## src/rtl/mips_mc_pkg.sv

```systemverilog
// Shared opcodes, state codes and control encodings for the multicycle MIPS.
// Imported by the control FSM, its interface, the ALU decoder and the datapath.
package mips_mc_pkg;

    localparam logic [5:0] OP_RTYPE = 6'b000000;
    localparam logic [5:0] OP_LW    = 6'b100011;
    localparam logic [5:0] OP_SW    = 6'b101011;
    localparam logic [5:0] OP_BEQ   = 6'b000100;
    localparam logic [5:0] OP_ADDI  = 6'b001000;
    localparam logic [5:0] OP_J     = 6'b000010;

    localparam logic [1:0] ALUSRCB_B     = 2'b00;
    localparam logic [1:0] ALUSRCB_FOUR  = 2'b01;
    localparam logic [1:0] ALUSRCB_IMM   = 2'b10;
    localparam logic [1:0] ALUSRCB_IMMSH = 2'b11;

    localparam logic [1:0] PCSRC_ALU    = 2'b00;
    localparam logic [1:0] PCSRC_ALUOUT = 2'b01;
    localparam logic [1:0] PCSRC_JUMP   = 2'b10;

    localparam logic [1:0] ALUOP_ADD   = 2'b00;
    localparam logic [1:0] ALUOP_SUB   = 2'b01;
    localparam logic [1:0] ALUOP_FUNCT = 2'b10;

    typedef enum logic [3:0] {
        S_FETCH   = 4'd0,
        S_DECODE  = 4'd1,
        S_MEMADR  = 4'd2,
        S_MEMRD   = 4'd3,
        S_MEMWB   = 4'd4,
        S_MEMWR   = 4'd5,
        S_EXECUTE = 4'd6,
        S_ALUWB   = 4'd7,
        S_BRANCH  = 4'd8,
        S_ADDIEX  = 4'd9,
        S_ADDIWB  = 4'd10,
        S_JUMP    = 4'd11
    } state_t;

    typedef struct packed {
        logic       pcwrite;
        logic       memwrite;
        logic       irwrite;
        logic       regwrite;
        logic       branch;
        logic       alusrca;
        logic       iord;
        logic       memtoreg;
        logic       regdst;
        logic [1:0] alusrcb;
        logic [1:0] pcsrc;
        logic [1:0] aluop;
    } ctrl_t;

    // Last state of every legal instruction; leaving it retires the instr.
    function automatic logic is_retire(state_t s);
        return (s == S_MEMWB)  || (s == S_MEMWR)  ||
               (s == S_ALUWB)  || (s == S_ADDIWB) ||
               (s == S_BRANCH) || (s == S_JUMP);
    endfunction

endpackage

```

## src/rtl/mc_control_fsm_if.sv

```systemverilog
// Control bundle between the multicycle FSM and the datapath/IR.
// master = control FSM (drives controls), slave = datapath side.
interface mc_control_fsm_if;

    logic [5:0] op;
    logic       zero;
    logic       stall;
    logic       pcen;
    logic       pcwrite;
    logic       memwrite;
    logic       irwrite;
    logic       regwrite;
    logic       alusrca;
    logic       branch;
    logic       iord;
    logic       memtoreg;
    logic       regdst;
    logic [1:0] alusrcb;
    logic [1:0] pcsrc;
    logic [1:0] aluop;
    logic       illegal_op;

    modport master (
        input  op, zero, stall,
        output pcen, pcwrite, memwrite, irwrite, regwrite,
        output alusrca, branch, iord, memtoreg, regdst,
        output alusrcb, pcsrc, aluop, illegal_op
    );

    modport slave (
        output op, zero, stall,
        input  pcen, pcwrite, memwrite, irwrite, regwrite,
        input  alusrca, branch, iord, memtoreg, regdst,
        input  alusrcb, pcsrc, aluop, illegal_op
    );

endinterface

```

## src/rtl/mc_control_fsm.sv

```systemverilog
// Multicycle MIPS control FSM: op/zero/stall in, per-cycle controls out.
// Ports: clk, reset (sync, active-low), bus (controls), state, instr_count.
module mc_control_fsm
    import mips_mc_pkg::*;
#(
    parameter int CNT_W   = 32,
    parameter int STATE_W = 4
) (
    input  logic               clk,
    input  logic               reset,
    mc_control_fsm_if.master   bus,
    output logic [STATE_W-1:0] state,
    output logic [CNT_W-1:0]   instr_count
);

    state_t           st_q;
    state_t           st_d;
    state_t           view;
    logic             dec_bad;
    logic             we_ok;
    ctrl_t            c;
    logic [CNT_W-1:0] cnt_q;

    always_ff @(posedge clk) begin
        if (!reset) begin
            st_q  <= S_FETCH;
            cnt_q <= '0;
        end else if (!bus.stall) begin
            st_q <= st_d;
            if (is_retire(st_q))
                cnt_q <= cnt_q + CNT_W'(1);
        end
    end

    always_comb begin
        st_d    = S_FETCH;
        dec_bad = 1'b0;
        case (st_q)
            S_FETCH:   st_d = S_DECODE;
            S_DECODE: begin
                unique case (1'b1)
                    (bus.op == OP_LW) || (bus.op == OP_SW): st_d = S_MEMADR;
                    (bus.op == OP_RTYPE): st_d = S_EXECUTE;
                    (bus.op == OP_BEQ):   st_d = S_BRANCH;
                    (bus.op == OP_ADDI):  st_d = S_ADDIEX;
                    (bus.op == OP_J):     st_d = S_JUMP;
                    default:              dec_bad = 1'b1;
                endcase
            end
            S_MEMADR:  st_d = (bus.op == OP_SW) ? S_MEMWR : S_MEMRD;
            S_MEMRD:   st_d = S_MEMWB;
            S_EXECUTE: st_d = S_ALUWB;
            S_ADDIEX:  st_d = S_ADDIWB;
            default:   st_d = S_FETCH;
        endcase
    end

    // While in reset the outputs present FETCH regardless of the register.
    assign view  = reset ? st_q : S_FETCH;
    assign we_ok = reset & ~bus.stall;

    always_comb begin
        c = '0;
        case (view)
            S_FETCH: begin
                c.alusrcb = ALUSRCB_FOUR;
                c.irwrite = 1'b1;
                c.pcwrite = 1'b1;
            end
            S_DECODE:  c.alusrcb = ALUSRCB_IMMSH;
            S_MEMADR, S_ADDIEX: begin
                c.alusrca = 1'b1;
                c.alusrcb = ALUSRCB_IMM;
            end
            S_MEMRD:   c.iord = 1'b1;
            S_MEMWB: begin
                c.memtoreg = 1'b1;
                c.regwrite = 1'b1;
            end
            S_MEMWR: begin
                c.iord     = 1'b1;
                c.memwrite = 1'b1;
            end
            S_EXECUTE: begin
                c.alusrca = 1'b1;
                c.aluop   = ALUOP_FUNCT;
            end
            S_ALUWB: begin
                c.regdst   = 1'b1;
                c.regwrite = 1'b1;
            end
            S_BRANCH: begin
                c.alusrca = 1'b1;
                c.aluop   = ALUOP_SUB;
                c.pcsrc   = PCSRC_ALUOUT;
                c.branch  = 1'b1;
            end
            S_ADDIWB:  c.regwrite = 1'b1;
            S_JUMP: begin
                c.pcsrc   = PCSRC_JUMP;
                c.pcwrite = 1'b1;
            end
            default:   c = '0;
        endcase
        c.pcwrite  = c.pcwrite  & we_ok;
        c.memwrite = c.memwrite & we_ok;
        c.irwrite  = c.irwrite  & we_ok;
        c.regwrite = c.regwrite & we_ok;
        c.branch   = c.branch   & we_ok;
    end

    assign bus.pcen       = c.pcwrite | (c.branch & bus.zero);
    assign bus.pcwrite    = c.pcwrite;
    assign bus.memwrite   = c.memwrite;
    assign bus.irwrite    = c.irwrite;
    assign bus.regwrite   = c.regwrite;
    assign bus.alusrca    = c.alusrca;
    assign bus.branch     = c.branch;
    assign bus.iord       = c.iord;
    assign bus.memtoreg   = c.memtoreg;
    assign bus.regdst     = c.regdst;
    assign bus.alusrcb    = c.alusrcb;
    assign bus.pcsrc      = c.pcsrc;
    assign bus.aluop      = c.aluop;
    assign bus.illegal_op = we_ok & dec_bad;
    assign state          = STATE_W'(view);
    assign instr_count    = cnt_q;

endmodule

```

## src/flat_wrapper.sv

```systemverilog
// flat-port wrapper written by rule: the top's interface ports become plain ports
module mc_control_fsm_flat import mips_mc_pkg::*;
#(
    parameter int CNT_W   = 32,
    parameter int STATE_W = 4
)
  (clk, reset, state, instr_count, bus_op, bus_zero, bus_stall, bus_pcen, bus_pcwrite, bus_memwrite, bus_irwrite, bus_regwrite, bus_alusrca, bus_branch, bus_iord, bus_memtoreg, bus_regdst, bus_alusrcb, bus_pcsrc, bus_aluop, bus_illegal_op);
  mc_control_fsm_if bus_i ();
  input  logic clk;
  input  logic reset;
  output logic [STATE_W-1:0] state;
  output logic [CNT_W-1:0] instr_count;
  input wire logic [$bits(bus_i.op)-1:0] bus_op;
  input wire logic [$bits(bus_i.zero)-1:0] bus_zero;
  input wire logic [$bits(bus_i.stall)-1:0] bus_stall;
  output wire logic [$bits(bus_i.pcen)-1:0] bus_pcen;
  output wire logic [$bits(bus_i.pcwrite)-1:0] bus_pcwrite;
  output wire logic [$bits(bus_i.memwrite)-1:0] bus_memwrite;
  output wire logic [$bits(bus_i.irwrite)-1:0] bus_irwrite;
  output wire logic [$bits(bus_i.regwrite)-1:0] bus_regwrite;
  output wire logic [$bits(bus_i.alusrca)-1:0] bus_alusrca;
  output wire logic [$bits(bus_i.branch)-1:0] bus_branch;
  output wire logic [$bits(bus_i.iord)-1:0] bus_iord;
  output wire logic [$bits(bus_i.memtoreg)-1:0] bus_memtoreg;
  output wire logic [$bits(bus_i.regdst)-1:0] bus_regdst;
  output wire logic [$bits(bus_i.alusrcb)-1:0] bus_alusrcb;
  output wire logic [$bits(bus_i.pcsrc)-1:0] bus_pcsrc;
  output wire logic [$bits(bus_i.aluop)-1:0] bus_aluop;
  output wire logic [$bits(bus_i.illegal_op)-1:0] bus_illegal_op;
  assign bus_i.op = bus_op;
  assign bus_i.zero = bus_zero;
  assign bus_i.stall = bus_stall;
  assign bus_pcen = bus_i.pcen;
  assign bus_pcwrite = bus_i.pcwrite;
  assign bus_memwrite = bus_i.memwrite;
  assign bus_irwrite = bus_i.irwrite;
  assign bus_regwrite = bus_i.regwrite;
  assign bus_alusrca = bus_i.alusrca;
  assign bus_branch = bus_i.branch;
  assign bus_iord = bus_i.iord;
  assign bus_memtoreg = bus_i.memtoreg;
  assign bus_regdst = bus_i.regdst;
  assign bus_alusrcb = bus_i.alusrcb;
  assign bus_pcsrc = bus_i.pcsrc;
  assign bus_aluop = bus_i.aluop;
  assign bus_illegal_op = bus_i.illegal_op;
  mc_control_fsm #(.CNT_W(CNT_W), .STATE_W(STATE_W)) u_core (.clk(clk), .reset(reset), .bus(bus_i), .state(state), .instr_count(instr_count));
endmodule
```

## config.mk

```make
export PLATFORM = sky130hd
export DESIGN_NAME = mc_control_fsm_flat
export DESIGN_NICKNAME = d
export VERILOG_FILES = /design/src/rtl/mips_mc_pkg.sv /design/src/rtl/mc_control_fsm_if.sv /design/src/rtl/mc_control_fsm.sv /design/src/flat_wrapper.sv
export SDC_FILE = /design/constraint.sdc
export NUM_CORES = 1
export LEC_CHECK = 0
export ABC_AREA = 0
export BUFFER_PORTS_ARGS = -buffer_cell sky130_fd_sc_hd__buf_2
export CAP_MARGIN = 20
export CORE_MARGIN = 1.5
export CORE_UTILIZATION = 55
export CTS_BUF_LIST = sky130_fd_sc_hd__clkbuf_4 sky130_fd_sc_hd__clkbuf_8
export CTS_CLUSTER_DIAMETER = 30
export DETAILED_ROUTE_END_ITERATION = 8
export PLACE_DENSITY = 0.81
export REMOVE_ABC_BUFFERS = 1
export SLEW_MARGIN = 30
export SYNTH_ARGS = -nofsm -noshare
export SYNTH_HDL_FRONTEND = slang
export SYNTH_SLANG_ARGS = --single-unit
export TNS_END_PERCENT = 20
```

## constraint.sdc

```tcl
create_clock -name clk -period 2.5 [get_ports clk]
set_input_delay 0.125 -clock clk [delete_from_list [all_inputs] [get_ports clk]]
set_output_delay 0.125 -clock clk [all_outputs]
set_load 0.01 [all_outputs]
```

==> impl_metrics.py <==
metrics = {
    "yosys": {
        "synth_seq_area_share_pct": 30.8,
        "synthesis.area_per_instance_um2": 8.61,
        "synth.largest_area_cell": "dfxtp_1",
        "synth-main-ff-cell": "dfxtp_1",
        "synth.top_cell.area_share_pct": 30.8,
        "postSynth.asyncResetShare_pct": 0,
        "synth-edff-count": 0,
        "post_synth_num_cell_types": 52,
        "synth_cells": 272,
        "netlist_area_um2": 2340,
        "ys_top_cells_by_area": "dfxtp_1 (31%), xnor2_1 (11%), nor4_2 (10%)",
        "ys_seq_elements": 36,
        "synth-warning-count": 0,
    },
    "worst_setup_path": {
        "buffers_and_inverters_on_the_worst_path": 1,
        "critical_path_peak_fanout": 30,
        "timing.critical_path.slowest_stage_cell": "dfxtp_1",
        "cp_data_arrival_time_ns": 2.06,
        "start_kind": "register",
        "maximum_single_stage_delay_on_the_critical_path_ns": 0.64,
        "crit_family": "simple AND/OR/NAND/NOR gates",
        "criticalPathCategory": "register to register",
        "path_cells": "nor2b_4 -> a22oi_2 -> buf_12 -> nor4_2 -> xnor2_1 -> nor2_1",
        "worst_setup_path_end_kind": "register",
        "cp.required_ns": 2.66,
    },
    "finish": {
        "post-route-cell-area_um2": 2730,
        "post_route_cells_drive_above_1_share_pct": 32.0,
        "mostFrequentLayoutCell": "buf_2",
        "synthToLayoutAreaGrowth_pct": 16.5,
        "diodes": 0,
        "layout_common_cells": "buf_2 (62), nor2_1 (45), dfxtp_1 (36)",
        "final_nets": 336,
    },
    "sta": {
        "fmax_ghz": 0.525,
        "worst_pin_slew_ns": 0.591,
        "rsz0062_at_grt": "no",
        "timing_hold_violations_final": 0,
        "report.final.slew_viol_count": 0,
        "finalSetupViolations": 0,
        "fin_worst_hold_slack_ns": 0.207,
        "final.period_utilization_pct": 76.1,
        "skew_ns": 0.00453,
        "finalSetupTns_ns": 0,
        "setup_ws_ns": 0.597,
        "fin_crit_ns": 1.90,
        "timing.slew.headroom_pct": 60.6,
    },
    "routing": {
        "routed_wl_um": 4870,
        "wl_per_cell_um": 13.0,
        "drt-vias-per-instance": 5.60,
        "number_of_optimization_iterations_in_the_first_detailed_route_pass": 4,
        "post-route-drc-count": 0,
        "drtIter0Drc": 126,
        "antenna_left": 0,
        "dr_total_vias": 2100,
    },
    "status": {
        "outcome": "finished, final reports clean",
    },
    "clock_tree": {
        "worst_setup_hold_path_clk_slew_ns": 0.07,
        "h-tree-depth": 2,
        "tritoncts_clock_tree": "done",
        "clock_tree.buffer_depth": 2,
        "clock_tree_root_driver_cell": "clkbuf_8",
        "tritoncts.num_buffers": 5,
        "postCtsResizedCells": 0,
        "cts_post_setup_buffers_inserted": 0,
        "hold_buf_cts": 0,
        "clk_latency_ns": 0.28,
        "clock-sinks": 36,
    },
    "power_and_ir_drop": {
        "powerDensity_nw_per_um2": 388,
        "power.ir.vdd_worst_v": 0.000176,
        "power_leakage_nw": 1.11,
    },
    "place": {
        "portBuffers": 62,
        "detailedPlacementHpwl_um": 3410,
        "finalWeightedCongestion": 0.794,
        "postPlaceCellArea_um2": 2650,
        "dpl_worst_slack_ns": 0.623,
    },
    "global_route": {
        "grt_overall_usage_pct": 22.0,
        "grt_pass1_wl_um": 7840,
        "grt_pass1_vias": 1769,
        "grt_start_max_net_pins": 31,
        "overflow": 0,
        "antenna_found_initial": 0,
    },
    "floorplanning": {
        "die_h_um": 68.3,
        "coreArea_um2": 4060,
        "rows": 23,
        "floorplan.io_pins": 63,
        "die-width_um": 68.3,
        "start_util_pct": 57.7,
        "die_area_um2": 4660,
    },
    "worst_hold_path": {
        "min-delay-path-class": "input pin to register",
    },
    "flow_run": {
        "drv.max_cap_violation_count": 0,
    },
}
==> metal layers <==
metal / up-vias / global-route usage [%] / share of wire [%]
met1: 990 / 28.3 / 47
met3: 6 / 3.95 / 3.1
li1: 1061 / - / -
met4: 0 / 11.0 / 1.5
met2: 43 / 35.2 / 48
met5: - / 0 / 0
==> cell families after synthesis <==
kind of cell	share of synthesized area (%)
AOI/OAI and AO/OA	8.55
xor gates and xnor gates	11.2
adders and majority gates	0.534
buffers and inverters	5.56
DFF	30.8
muxes	1.28
and+or+nand+nor	42.1
==> final timing paths <==
| path | start | end | slack [ns] | cells past startpoint |
|---|---|---|---|---|
| setup / recovery | u_core.st_q[3] | u_core.instr_count[20] | 0.60 | 6 |
| hold / removal | reset | u_core.st_q[3] | 0.21 | 3 |
| setup reg to reg | u_core.st_q[3] | u_core.instr_count[20] | 0.60 | 6 |
| hold reg to reg | u_core.instr_count[31] | u_core.instr_count[31] | 0.49 | 2 |
==> registers in the layout (all words and copies together), names as in the netlist <==
name	count
u_core.st_q	4
u_core.instr_count	32
==> cell type report <==
cell class,count,area (um^2)
Multi-Input combinational cell,211,1490
Fill cell,321,1330
Sequential cell,36,721
Timing Repair Buffer,66,353
Clock buffer,6,76.3
Tap cell,50,62.6
Inverter,5,18.8
Clock inverter,1,5.00
==> synthesized netlist by cell type, types with 2 or more instances <==
| library cell | count |
|---|---|
| nand2_1 | 14 |
| buf_4 | 4 |
| a21o_1 | 2 |
| xnor2_1 | 29 |
| nor3_1 | 5 |
| nand2b_1 | 7 |
| mux2i_1 | 3 |
| o31ai_1 | 2 |
| dfxtp_1 | 36 |
| buf_6 | 2 |
| nand4_1 | 4 |
| clkbuf_1 | 9 |
| and4_1 | 3 |
| nand3_1 | 13 |
| inv_1 | 5 |
| and3_1 | 6 |
| o21ai_0 | 6 |
| nor4_2 | 19 |
| nor4_1 | 2 |
| nor2b_1 | 6 |
| and2_1 | 6 |
| nand4_2 | 2 |
| buf_2 | 5 |
| a21oi_1 | 6 |
| nor4b_2 | 4 |
| nor2_1 | 45 |
| a211oi_1 | 2 |
==> report_power, final <==
part | internal, W | total (W) | switching [W]
Clock | 0.000200 | 0.000400 | 0.000200
Combinational | 0.0000292 | 0.0000784 | 0.0000492
Sequential | 0.000575 | 0.000581 | 0.00000584
Total | 0.000804 | 0.00106 | 0.000255
==> stage by stage <==
stage | total power, W | utilization, % | std cells
2_1_floorplan | 0.000633 | - | 252
3_3_place_gp | 0.000671 | 65.2 | 368
3_5_place_dp | 0.000672 | 65.2 | 368
4_1_cts | 0.00107 | 67.2 | 375
5_1_grt | 0.00110 | 67.2 | 375
6_report | 0.00106 | 67.2 | 375
==> worst reg2reg max path, cell delays in order, from the launching register on <==
cell     delay [ns]
dfxtp_1        0.64
nor2b_4        0.29
a22oi_2        0.11
buf_12         0.19
nor4_2         0.33
xnor2_1        0.16
nor2_1         0.05
(Power assumes the default switching activity.)
